`src/rtl/hist_pkg.sv`:
```
// Shared types and default sizes for the histogram frame sequencer.
package hist_pkg;

    typedef enum logic [1:0] {
        IDLE  = 2'd0,
        ACCUM = 2'd1,
        DRAIN = 2'd2,
        DONE  = 2'd3
    } hist_state_e;

    localparam int HIST_DATA_W   = 16;
    localparam int HIST_NUM_BINS = 16;

endpackage

```
`src/rtl/hist_frame_ctrl.sv`:
```
// Frame sequencer: gates FRAME_LEN samples into the histogram core, then supervises
// the bin readout, forwarding beats downstream and flagging timeouts / bin-count mismatches.
module hist_frame_ctrl
    import hist_pkg::*;
#(
    parameter int DATA_W    = HIST_DATA_W,
    parameter int FRAME_LEN = 256,
    parameter int NUM_BINS  = HIST_NUM_BINS,
    parameter int TIMEOUT   = 1023,
    parameter int FCNT_W    = 8
) (
    input  logic              clk,
    input  logic              reset,
    input  logic              start,
    input  logic              cont,
    input  logic              abort,
    input  logic [DATA_W-1:0] s_data,
    input  logic              s_valid,
    output logic              s_ready,
    output logic [DATA_W-1:0] hist_data,
    output logic              hist_write_en,
    input  logic              hist_ready,
    input  logic              hist_valid_out,
    input  logic              hist_last_bin,
    input  logic [7:0]        hist_bin_data,
    output logic [7:0]        m_data,
    output logic              m_valid,
    output logic              m_last,
    output logic              frame_done,
    output logic [FCNT_W-1:0] frame_cnt,
    output logic              busy,
    output logic              err
);

    localparam int SCNT_W = (FRAME_LEN > 1) ? $clog2(FRAME_LEN) : 1;
    localparam int BCNT_W = $clog2(NUM_BINS + 1);
    localparam int ICNT_W = (TIMEOUT > 0) ? $clog2(TIMEOUT + 1) : 1;

    localparam logic [SCNT_W-1:0] LAST_SAMPLE = SCNT_W'(FRAME_LEN - 1);
    localparam logic [BCNT_W:0]   BINS_EXP    = (BCNT_W + 1)'(NUM_BINS);
    localparam logic [BCNT_W-1:0] BCNT_SAT    = BCNT_W'(NUM_BINS);
    localparam logic [ICNT_W-1:0] IDLE_MAX    = ICNT_W'(TIMEOUT);

    hist_state_e       r_state;
    hist_state_e       w_next;
    logic [SCNT_W-1:0] r_sample_cnt;
    logic [BCNT_W-1:0] r_bin_cnt;
    logic [ICNT_W-1:0] r_idle_cnt;
    logic [DATA_W-1:0] r_hist_data;
    logic              r_hist_write_en;
    logic [7:0]        r_m_data;
    logic              r_m_valid;
    logic              r_m_last;
    logic [FCNT_W-1:0] r_frame_cnt;
    logic              r_err;

    logic              w_accept;
    logic              w_beat;
    logic              w_last_beat;
    logic              w_timeout;
    logic [BCNT_W:0]   w_bins_seen;
    logic              w_bin_err;

    assign s_ready     = (r_state == ACCUM) && hist_ready;
    assign w_accept    = s_ready && s_valid;
    assign w_beat      = (r_state == DRAIN) && hist_valid_out;
    assign w_last_beat = w_beat && hist_last_bin;
    // Timeout fires on an idle cycle once TIMEOUT idle cycles have already elapsed.
    assign w_timeout   = (r_state == DRAIN) && !hist_valid_out && (r_idle_cnt == IDLE_MAX);
    assign w_bins_seen = {1'b0, r_bin_cnt} + (BCNT_W + 1)'(1);
    assign w_bin_err   = w_last_beat && (w_bins_seen != BINS_EXP);

    assign hist_data     = r_hist_data;
    assign hist_write_en = r_hist_write_en;
    assign m_data        = r_m_data;
    assign m_valid       = r_m_valid;
    assign m_last        = r_m_last;
    assign frame_done    = (r_state == DONE);
    assign frame_cnt     = r_frame_cnt;
    assign busy          = (r_state != IDLE);
    assign err           = r_err;

    always_ff @(posedge clk or posedge reset) begin
        if (reset) begin
            r_state <= IDLE;
        end else begin
            r_state <= w_next;
        end
    end

    always_comb begin
        w_next = r_state;
        case (r_state)
            IDLE:    if (start) w_next = ACCUM;
            ACCUM:   if (w_accept && (r_sample_cnt == LAST_SAMPLE)) w_next = DRAIN;
            DRAIN:   if (w_last_beat || w_timeout) w_next = DONE;
            DONE:    w_next = cont ? ACCUM : IDLE;
            default: w_next = IDLE;
        endcase
        if (abort) begin
            w_next = IDLE;
        end
    end

    always_ff @(posedge clk or posedge reset) begin
        if (reset) begin
            r_sample_cnt    <= '0;
            r_bin_cnt       <= '0;
            r_idle_cnt      <= '0;
            r_hist_data     <= '0;
            r_hist_write_en <= 1'b0;
            r_m_data        <= '0;
            r_m_valid       <= 1'b0;
            r_m_last        <= 1'b0;
            r_frame_cnt     <= '0;
            r_err           <= 1'b0;
        end else begin
            // An abort suppresses everything that would otherwise surface next cycle.
            r_hist_write_en <= w_accept && !abort;
            if (w_accept && !abort) begin
                r_hist_data <= s_data;
            end
            r_m_valid <= w_beat && !abort;
            r_m_last  <= w_last_beat && !abort;
            if (w_beat && !abort) begin
                r_m_data <= hist_bin_data;
            end

            if (r_state != ACCUM) begin
                r_sample_cnt <= '0;
            end else if (w_accept) begin
                r_sample_cnt <= r_sample_cnt + SCNT_W'(1);
            end

            // Bin count saturates so surplus beats still register as a mismatch.
            if (r_state != DRAIN) begin
                r_bin_cnt  <= '0;
                r_idle_cnt <= '0;
            end else if (hist_valid_out) begin
                r_idle_cnt <= '0;
                if (r_bin_cnt != BCNT_SAT) begin
                    r_bin_cnt <= r_bin_cnt + BCNT_W'(1);
                end
            end else if (!w_timeout) begin
                r_idle_cnt <= r_idle_cnt + ICNT_W'(1);
            end

            if ((r_state == DRAIN) && (w_next == DONE)) begin
                r_frame_cnt <= r_frame_cnt + FCNT_W'(1);
            end

            if (!abort) begin
                if ((r_state == IDLE) && start) begin
                    r_err <= 1'b0;
                end else if (w_bin_err || w_timeout) begin
                    r_err <= 1'b1;
                end
            end
        end
    end

endmodule

```
`config.mk`:
```
export PLATFORM = sky130hd
export DESIGN_NAME = hist_frame_ctrl
export DESIGN_NICKNAME = d
export VERILOG_FILES = /design/src/rtl/hist_pkg.sv /design/src/rtl/hist_frame_ctrl.sv
export SDC_FILE = /design/constraint.sdc
export NUM_CORES = 1
export LEC_CHECK = 0
export BUFFER_PORTS_ARGS = -buffer_cell sky130_fd_sc_hd__buf_2
export CAP_MARGIN = 40
export CORE_ASPECT_RATIO = 0.6
export CORE_MARGIN = 4
export CORE_UTILIZATION = 23
export DETAILED_ROUTE_END_ITERATION = 10
export PLACE_DENSITY_LB_ADDON = 0.15
export SLEW_MARGIN = 20
export SYNTH_ARGS = -nofsm -noshare
export SYNTH_HDL_FRONTEND = slang
export SYNTH_SLANG_ARGS = --single-unit
```
`constraint.sdc`:
```
create_clock -name clk -period 3.56 [get_ports clk]
set_input_delay 0.712 -clock clk [delete_from_list [all_inputs] [get_ports clk]]
set_output_delay 0.712 -clock clk [all_outputs]
set_load 0.01 [all_outputs]
```
# [After elaboration in Yosys (flattened, before gate mapping)]
# Cells that the tools add are included.
[totals] rom_bits=0 out_inout_bits=39 elab_cells=69 ramBits=0 n_memories=0 latch_bits=0 in_bits=33 reg_bits=61
[op_classes] div=0 eq_ne=11 shifts=0 add_sub_neg=5 bitwise_logic=1 mul=0 reduce_logical=25 magnitude_cmp=0 n_mux=16
[op_table] op="2-to-1 mux 10 bit" count=3
[op_table] op="adder 8 x 1 -> 8 bit, second input constant" count=2
[op_table] op="2-to-1 mux 8 bit" count=2
[op_table] op="2-to-1 mux 5 bit" count=3
[op_table] op="logical AND 1 bit" count=13
[op_table] op="adder 10 x 1 -> 10 bit, second input constant" count=1
[op_table] op="== test 10 bit, second input constant" count=1
[op_table] op="nonzero test 2 bit" count=5
[op_table] op="== test 8 bit, second input constant" count=1
[op_table] op="2-to-1 mux 2 bit" count=4
[op_table] op="one-hot mux 2 bit (4 select lines)" count=1
[op_table] op="adder 5 x 1 -> 6 bit, second input constant" count=1
[op_table] op="== test 2 bit, second input constant" count=3
[op_table] op="!= test 6 x 5 -> 1 bit, second input constant" count=1
[op_table] op="adder 5 x 1 -> 5 bit, second input constant" count=1
[op_table] op="!= test 5 bit, second input constant" count=1
[op_table] op="AND reduction 2 bit" count=2
[op_table] op="2-to-1 mux 1 bit" count=3
[op_table] op="!= test 3 x 2 -> 1 bit, second input constant" count=1
[op_table] op="== test 2 x 1 -> 1 bit, second input constant" count=1
[op_table] op="zero test 1 bit" count=2
[op_table] op="zero test 2 bit" count=1
[op_table] op="logical OR 1 bit" count=2
[op_table] op="!= test 2 x 1 -> 1 bit, second input constant" count=1
[op_table] op="other kinds (2)" count=2

# [Logic depth before layout (Yosys ltp)]
# Gate-level depths: netlist (run 1).
[logic_depth] word_depth=9 depth_mapped=6 depth_no_buf=6

# [Worst setup path before layout (run 1)]
# No wires, ideal clock.
[synth_path] path_type="input-to-reg" startpoint="input port abort" endpoint="register r_frame_cnt[1], in the netlist frame_cnt[1]" setup_time_ps=125 n_path_buf=1 cell_stages=5 arrival_time_ps=2015 path_slack_ps=1420 cell_sequence="buf_2 > or4b_4 > nor4_4 > nor2_2 > mux2_4"
[synth_via] elab_chain_cells=3
[synth_rtl] element="from (decl)" line_no="hist_frame_ctrl.sv:16" text="input logic abort,"
[synth_rtl] element="2-to-1 mux 2 bit" line_no="hist_frame_ctrl.sv:100" text="if (abort) begin"
[synth_rtl] element="== test 2 bit" line_no="hist_frame_ctrl.sv:148" text="if ((r_state == DRAIN) && (w_next == DONE)) begin"
[synth_rtl] element="logical AND 1 bit" line_no="hist_frame_ctrl.sv:148"
[synth_rtl] element="to (signal assigned)" line_no="hist_frame_ctrl.sv:149" text="r_frame_cnt <= r_frame_cnt + FCNT_W'(1);"
[synth_rtl] element="to (decl)" line_no="hist_frame_ctrl.sv:54" text="logic [FCNT_W-1:0] r_frame_cnt;"
# Every way passes these cells.
# A chain may end at the register's enable or synchronous reset.

# [Worst setup path after layout (run 1)]
[layout_path] startpoint="register r_state[1]" endpoint="output port s_ready"
[layout_via] elab_chain_cells=2
[layout_rtl] element="from (decl)" line_no="hist_frame_ctrl.sv:44" text="hist_state_e r_state;"
[layout_rtl] element="from (signal assigned)" line_no="hist_frame_ctrl.sv:87" text="r_state <= w_next;"
[layout_rtl] element="== test 2 x 1 -> 1 bit" line_no="hist_frame_ctrl.sv:64" text="assign s_ready = (r_state == ACCUM) && hist_ready;"
[layout_rtl] element="logical AND 1 bit" line_no="hist_frame_ctrl.sv:64"
[layout_rtl] element="to (decl)" line_no="hist_frame_ctrl.sv:19" text="output logic s_ready,"
# Every way passes these cells.

==> impl_metrics.csv, run 1 <==
group,metric,value,unit
setup_path,cp_top_family,"simple AND/OR/NAND/NOR gates",
die,io_pins,72,
cts,numCtsBuffers,9,
detailed_routing,drt_pre_antenna_iters,4,
run,cap_violations,0,
sta,rsz0062_at_grt,"false",
pwr,irDropWorstVdd,225,uV
detailed_routing,drc,0,
global_routing,grt_max_degree,23,
die,std_cell_rows,30,
setup_path,startpoint_type,"flop",
setup_path,max_stage_delay,430,ps
min_path,hold_class,"primary input to async pin",
sta,hold_viol_final,0,
sta,fmax,448,MHz
detailed_routing,num_vias,2055,
placed_design,hpwl,4.76,mm
global_routing,track_usage,0.102,
detailed_routing,drt_iter0_drc,72,
synthesis,synth_fp_nets,274,
sta,fin_tns_setup,0,ps
layout,layout.cells.non_filler,480,
layout,regArea,1530,um^2
layout,fin_nets,353,
pwr,p_leak,1.68,nW
cts,post_cts_resized,0,
layout,synthToLayoutAreaGrowth,30.7,%
pwr,power.density,494,nW/um^2
layout,fill_cells,1216,
placed_design,dp_cells,463,
synthesis,netlist_top_cells_area,"dfrtp_1, mux2_2, xnor2_1",
cts,cts_tree,"built",
global_routing,grt_pass1_wl,10.9,mm
synthesis,yosysTopAreaCell,"dfrtp_1",
cts,clk_pin_slew_worst_paths,50,ps
detailed_routing,routed_via_density,4.28,
sta,final.period_utilization,0.626,
sta,maxSlewViolCount,0,
synthesis,ys_async_sr_fraction,1.00,
detailed_routing,post_drt_wl_per_cell,13.6,um
synthesis,synth_cell_types,39,
cts,clk_latency,330,ps
synthesis,synthCells,236,
synthesis,synth_top_cell_area_share,0.554,
layout,drive_gt1_frac,0.388,
synthesis,dominantRegCellSynth,"dfrtp_1",
cts,cts_root_buffer,"clkbuf_16",
setup_path,cp.arrival,1520,ps
detailed_routing,drtAntennaViolNets,0,
placed_design,portBuffers,71,
setup_path,crit_fanout,16,
sta,slew_headroom,0.582,
placed_design,place_congestion,0.761,
setup_path,cp_slowest_cell,"dfrtp_1",
setup_path,critPathKind,"flop to output pin",
setup_path,crit_buf_inv,1,
synthesis,yosysSeqAreaShare,0.554,
setup_path,crit_chain,"nand2b_1, nor2_1, buf_2",
setup_path,end_kind,"output pin",
synthesis,syn_area,2760,um^2
global_routing,grt_pass1_vias,2086,
synthesis,ys_ff_latch,61,
sta,worst_pin_slew,623,ps
outcome,status,"complete, no violations",
cts,cts_setup_buffers,0,
cts,h-tree-depth,3,
die,die_w,149,um
detailed_routing,drt_wl_total,6.53,mm
layout,antenna_cells,0,
synthesis,ys_warn_count,0,
global_routing,overflow,0,
die,dieArea,13900,um^2
cts,cts.path.max_buffers,2,
sta,fin_crit,2230,ps
cts,cts.sinks,61,
global_routing,antenna_found_initial,0,
sta,setup_violations,0,
setup_path,cp.required,2850,ps
synthesis,synth_enable_flop_cells,0,
layout,multi_input_area,1160,um^2
sta,skew,5.99,ps
die,start_util,0.240,
die,die_y,92.8,um
cts,cts_hold_buf,0,
die,core_area,11500,um^2
synthesis,syn_area_per_cell,11.7,um^2
-- layout by cell type, fill, tap and decap left out, drive strengths merged, types with 4 or more instances in the layout --
master / count
mux2: 25
dfrtp: 61
nand3: 6
clkbuf: 13
nor4: 6
nand4: 5
nor3: 5
o2111ai: 5
xor2: 7
and3: 5
nand2: 13
o21ai: 8
ha: 5
inv: 7
nor2: 26
a21oi: 8
xnor2: 13
nand2b: 4
buf: 75
-- metrics by stage --
step | hold WS, ps | power [mW] | utilization | setup WS [ps] | instance area [um^2]
floorplan | 475 | 0.890 | - | 1330 | 2760
global placement | 464 | 0.982 | 0.286 | 1240 | 3290
detailed placement | 462 | 0.988 | 0.289 | 1230 | 3320
CTS | 423 | 1.82 | 0.313 | 1290 | 3600
global route | 452 | 1.88 | 0.314 | 1150 | 3600
finish | 413 | 1.78 | 0.314 | 1330 | 3600
-- per-layer routing --
metal	wire, um	vias up	track usage
met5	0	-	0
met4	55	0	0.0274
met3	562	6	0.0592
met2	2740	63	0.140
met1	3180	985	0.135
li1	-	1001	-
-- worst register-to-register path: cells and delay by family (launching register included) --
family	cells	cell delay, ps
simple gates	3	800
flops	1	380
buf+inv	1	250
fa+ha+maj	1	240
mux	1	200
-- power breakdown --
group          total (mW)  switching (mW)  internal, mW
logic               0.194          0.0971        0.0972
registers           0.778          0.0284         0.750
clock network       0.805           0.301         0.505
-- worst paths after layout --
path | endpoint | from | cells after the start | slack [ps]
setup reg to reg | r_idle_cnt[1]$_DFFE_PP0P_ | r_idle_cnt[0]$_DFFE_PP0P_ | 6 | 1570
hold / removal | frame_cnt[7]$_DFFE_PP0P_ | reset | 2 | 410
min in group clk | frame_cnt[7]$_DFFE_PP0P_ | frame_cnt[7]$_DFFE_PP0P_ | 1 | 470
hold reg to reg | frame_cnt[7]$_DFFE_PP0P_ | frame_cnt[7]$_DFFE_PP0P_ | 1 | 470
max in group asynchronous | r_sample_cnt[6]$_DFFE_PP0P_ | reset | 4 | 2330
setup / recovery | s_ready | r_state[1]$_DFF_PP0_ | 3 | 1330
-- cell families (layout without fill, tap and decap cells) --
logic type,count (synthesis),count (layout),share of synthesized area
mux,28,28,0.114
simple gates,79,79,0.155
fa+ha+maj,5,5,0.0227
flops,61,61,0.554
compound gates,28,28,0.0649
xor+xnor,20,20,0.0636
buf+inv,15,99,0.0254
-- area by class of cell --
type                            instances  share of cell area
Sequential cell                        61               0.424
Inverter                                7             0.00730
Multi-Input combinational cell        160               0.322
Clock buffer                           12              0.0712
Clock inverter                          4             0.00625
Tap cell                              160              0.0556
Timing Repair Buffer                   76               0.114
-- state kept, by name, summed over array words and instances, names as in the netlist, 2 cells and up --
| signal | flops |
|---|---|
| r_sample_cnt | 8 |
| frame_cnt | 8 |
| r_idle_cnt | 10 |
| hist_data | 16 |
| r_state | 2 |
| r_bin_cnt | 5 |
| m_data | 8 |
-- synthesized netlist by cell type, types with 2 or more instances --
cell	number
nor4_1	5
dfrtp_1	61
nand4_1	5
nand2b_1	4
ha_1	5
a31oi_1	2
xor2_1	7
xnor2_1	13
and3_1	5
nor3_2	2
nand3_1	6
nand2_1	13
inv_1	7
o21ai_0	7
mux2i_1	3
or2_2	2
mux2_2	24
clkbuf_1	4
o211ai_1	2
nor2_1	25
a21oi_1	8
nor3_1	3
nor3b_1	2
buf_2	2
o2111ai_1	5
Note: power is estimated with default switching activity, not from simulation.
==> run 2: changes to the inputs <==
- clock period: 3.56 -> 1.8 ns (I/O delays scaled with it)
==> impl_metrics.csv, run 2 (synthesis results as in run 1) <==
group,metric,value,unit
die,die_w,149,um
run,cap_violations,0,
pwr,irDropWorstVdd,582,uV
cts,cts.path.max_buffers,2,
layout,largest_reg_flops,16,
placed_design,portBuffers,71,
setup_path,cp_top_family,"simple AND/OR/NAND/NOR gates",
setup_path,startpoint_type,"flop",
die,core_area,11500,um^2
pwr,power.density,977,nW/um^2
setup_path,cp.required,2010,ps
detailed_routing,num_vias,2040,
detailed_routing,routed_via_density,4.14,
cts,clk_pin_slew_worst_paths,50,ps
setup_path,crit_chain,"or4b_4, nor4_4, buf_4, nor2_2, mux2_4",
cts,cts_root_buffer,"clkbuf_16",
global_routing,antenna_found_initial,0,
layout,final_cell_mix,"buf_2, dfrtp_1, nor2_1",
setup_path,critPathKind,"flop to flop",
die,die_y,92.8,um
layout,regArea,1530,um^2
detailed_routing,drtAntennaViolNets,0,
layout,multi_input_area,1170,um^2
setup_path,end_kind,"flop",
die,io_pins,72,
sta,worst_pin_slew,455,ps
min_path,hold_class,"primary input to async pin",
cts,cts.sinks,61,
detailed_routing,drc,0,
setup_path,crit_fanout,7,
setup_path,cp.arrival,1920,ps
cts,cts_hold_buf,0,
layout,final_common_cell,"buf_2",
detailed_routing,drt_iter0_drc,88,
cts,h-tree-depth,3,
sta,final.period_utilization,0.954,
layout,fill_cells,1190,
layout,final_util,0.326,
cts,numCtsBuffers,9,
cts,cts_tree,"built",
global_routing,grt_max_degree,37,
detailed_routing,post_drt_wl_per_cell,12.7,um
pwr,p_total,3.66,mW
global_routing,grt_pass1_vias,2089,
die,std_cell_rows,30,
layout,fin_nets,368,
detailed_routing,drt_wl_total,6.28,mm
die,dieArea,13900,um^2
sta,fin_crit,1720,ps
placed_design,hpwl,4.65,mm
pwr,p_leak,1.76,nW
sta,fin_tns_setup,0,ps
setup_path,cp_slowest_cell,"or4b_4",
global_routing,track_usage,0.0965,
outcome,status,"complete, no violations",
placed_design,place_congestion,0.745,
cts,clk_latency,320,ps
sta,fmax,582,MHz
global_routing,grt_pass1_wl,10.6,mm
setup_path,max_stage_delay,560,ps
sta,setup_violations,0,
die,start_util,0.240,
layout,drive_gt1_frac,0.414,
sta,whs,127,ps
sta,slew_headroom,0.696,
layout,synthToLayoutAreaGrowth,35.8,%
sta,skew,3.22,ps
sta,maxSlewViolCount,0,
sta,hold_viol_final,0,
detailed_routing,drt_pre_antenna_iters,4,
setup_path,crit_buf_inv,1,
global_routing,overflow,0,
layout,antenna_cells,0,
==> run 2: cell count changes in the layout (fill, tap and decap cells not counted), sizes merged <==
cell / delta
buf: +16
clkinv: -3
bufinv: +1
inv: -1
==> run 2: through the flow <==
| stage | std cells | setup slack [ps] | instance area, um^2 |
|---|---|---|---|
| after floorplan | 236 | 5.14 | 2760 |
| after global placement | 479 | -8.04 | 3430 |
| after detailed placement | 479 | -20.9 | 3430 |
| after CTS | 493 | 43.7 | 3740 |
| after global routing | 493 | -7.22 | 3740 |
| final | 493 | 82.7 | 3740 |
==> run 2: worst register-to-register path, stage by stage, from the launching register on <==
cell     delay [ps]
dfrtp_1         370
or4b_4          560
nor4_4          150
buf_4           190
nor2_2           50
mux2_4          290
==> run 2: final timing paths <==
path,from,endpoint,slack [ps],cells after the start
max in group asynchronous,reset,hist_data[10]$_DFFE_PP0P_,1310,3
min in group clk,s_data[13],hist_data[13]$_DFFE_PP0P_,270,2
min,reset,r_idle_cnt[2]$_DFFE_PP0P_,130,3
max,r_state[0]$_DFF_PP0_,frame_cnt[1]$_DFFE_PP0P_,80,5
max reg2reg,r_state[0]$_DFF_PP0_,frame_cnt[1]$_DFFE_PP0P_,80,5
min reg2reg,frame_cnt[7]$_DFFE_PP0P_,frame_cnt[7]$_DFFE_PP0P_,480,1
==> run 2: final cells by class <==
cell class	instances	share of cell area
flip-flops and latches	61	0.408
multi-input cells	160	0.312
repair buffers	91	0.138
clock buffers	13	0.0722
well taps	160	0.0535
clock inverters	1	0.00803
inverters	7	0.00803
==> run 2: where the power goes <==
group | total [mW] | leakage (nW) | internal [mW] | switching, mW
clock network | 1.73 | 0.148 | 1.17 | 0.559
logic | 0.390 | 0.795 | 0.198 | 0.192
registers | 1.54 | 0.814 | 1.48 | 0.0557
==> run 2: metal layers <==
metal	wire length, um	GRT usage	share of wire	vias to the layer above
li1	-	-	-	1021
met1	3210	0.137	0.51	962
met2	2570	0.129	0.41	50
met3	426	0.0450	0.068	7
met4	72	0.0274	0.011	0
met5	0	0	0	-
==> run 2: timing repair <==
action | CTS | global route
gates resized for setup | 2 | 0
hold endpoints to repair | 0 | 0
gates cloned | 0 | 0
buffers inserted | 0 | 1
setup endpoints to repair | 1 | 4
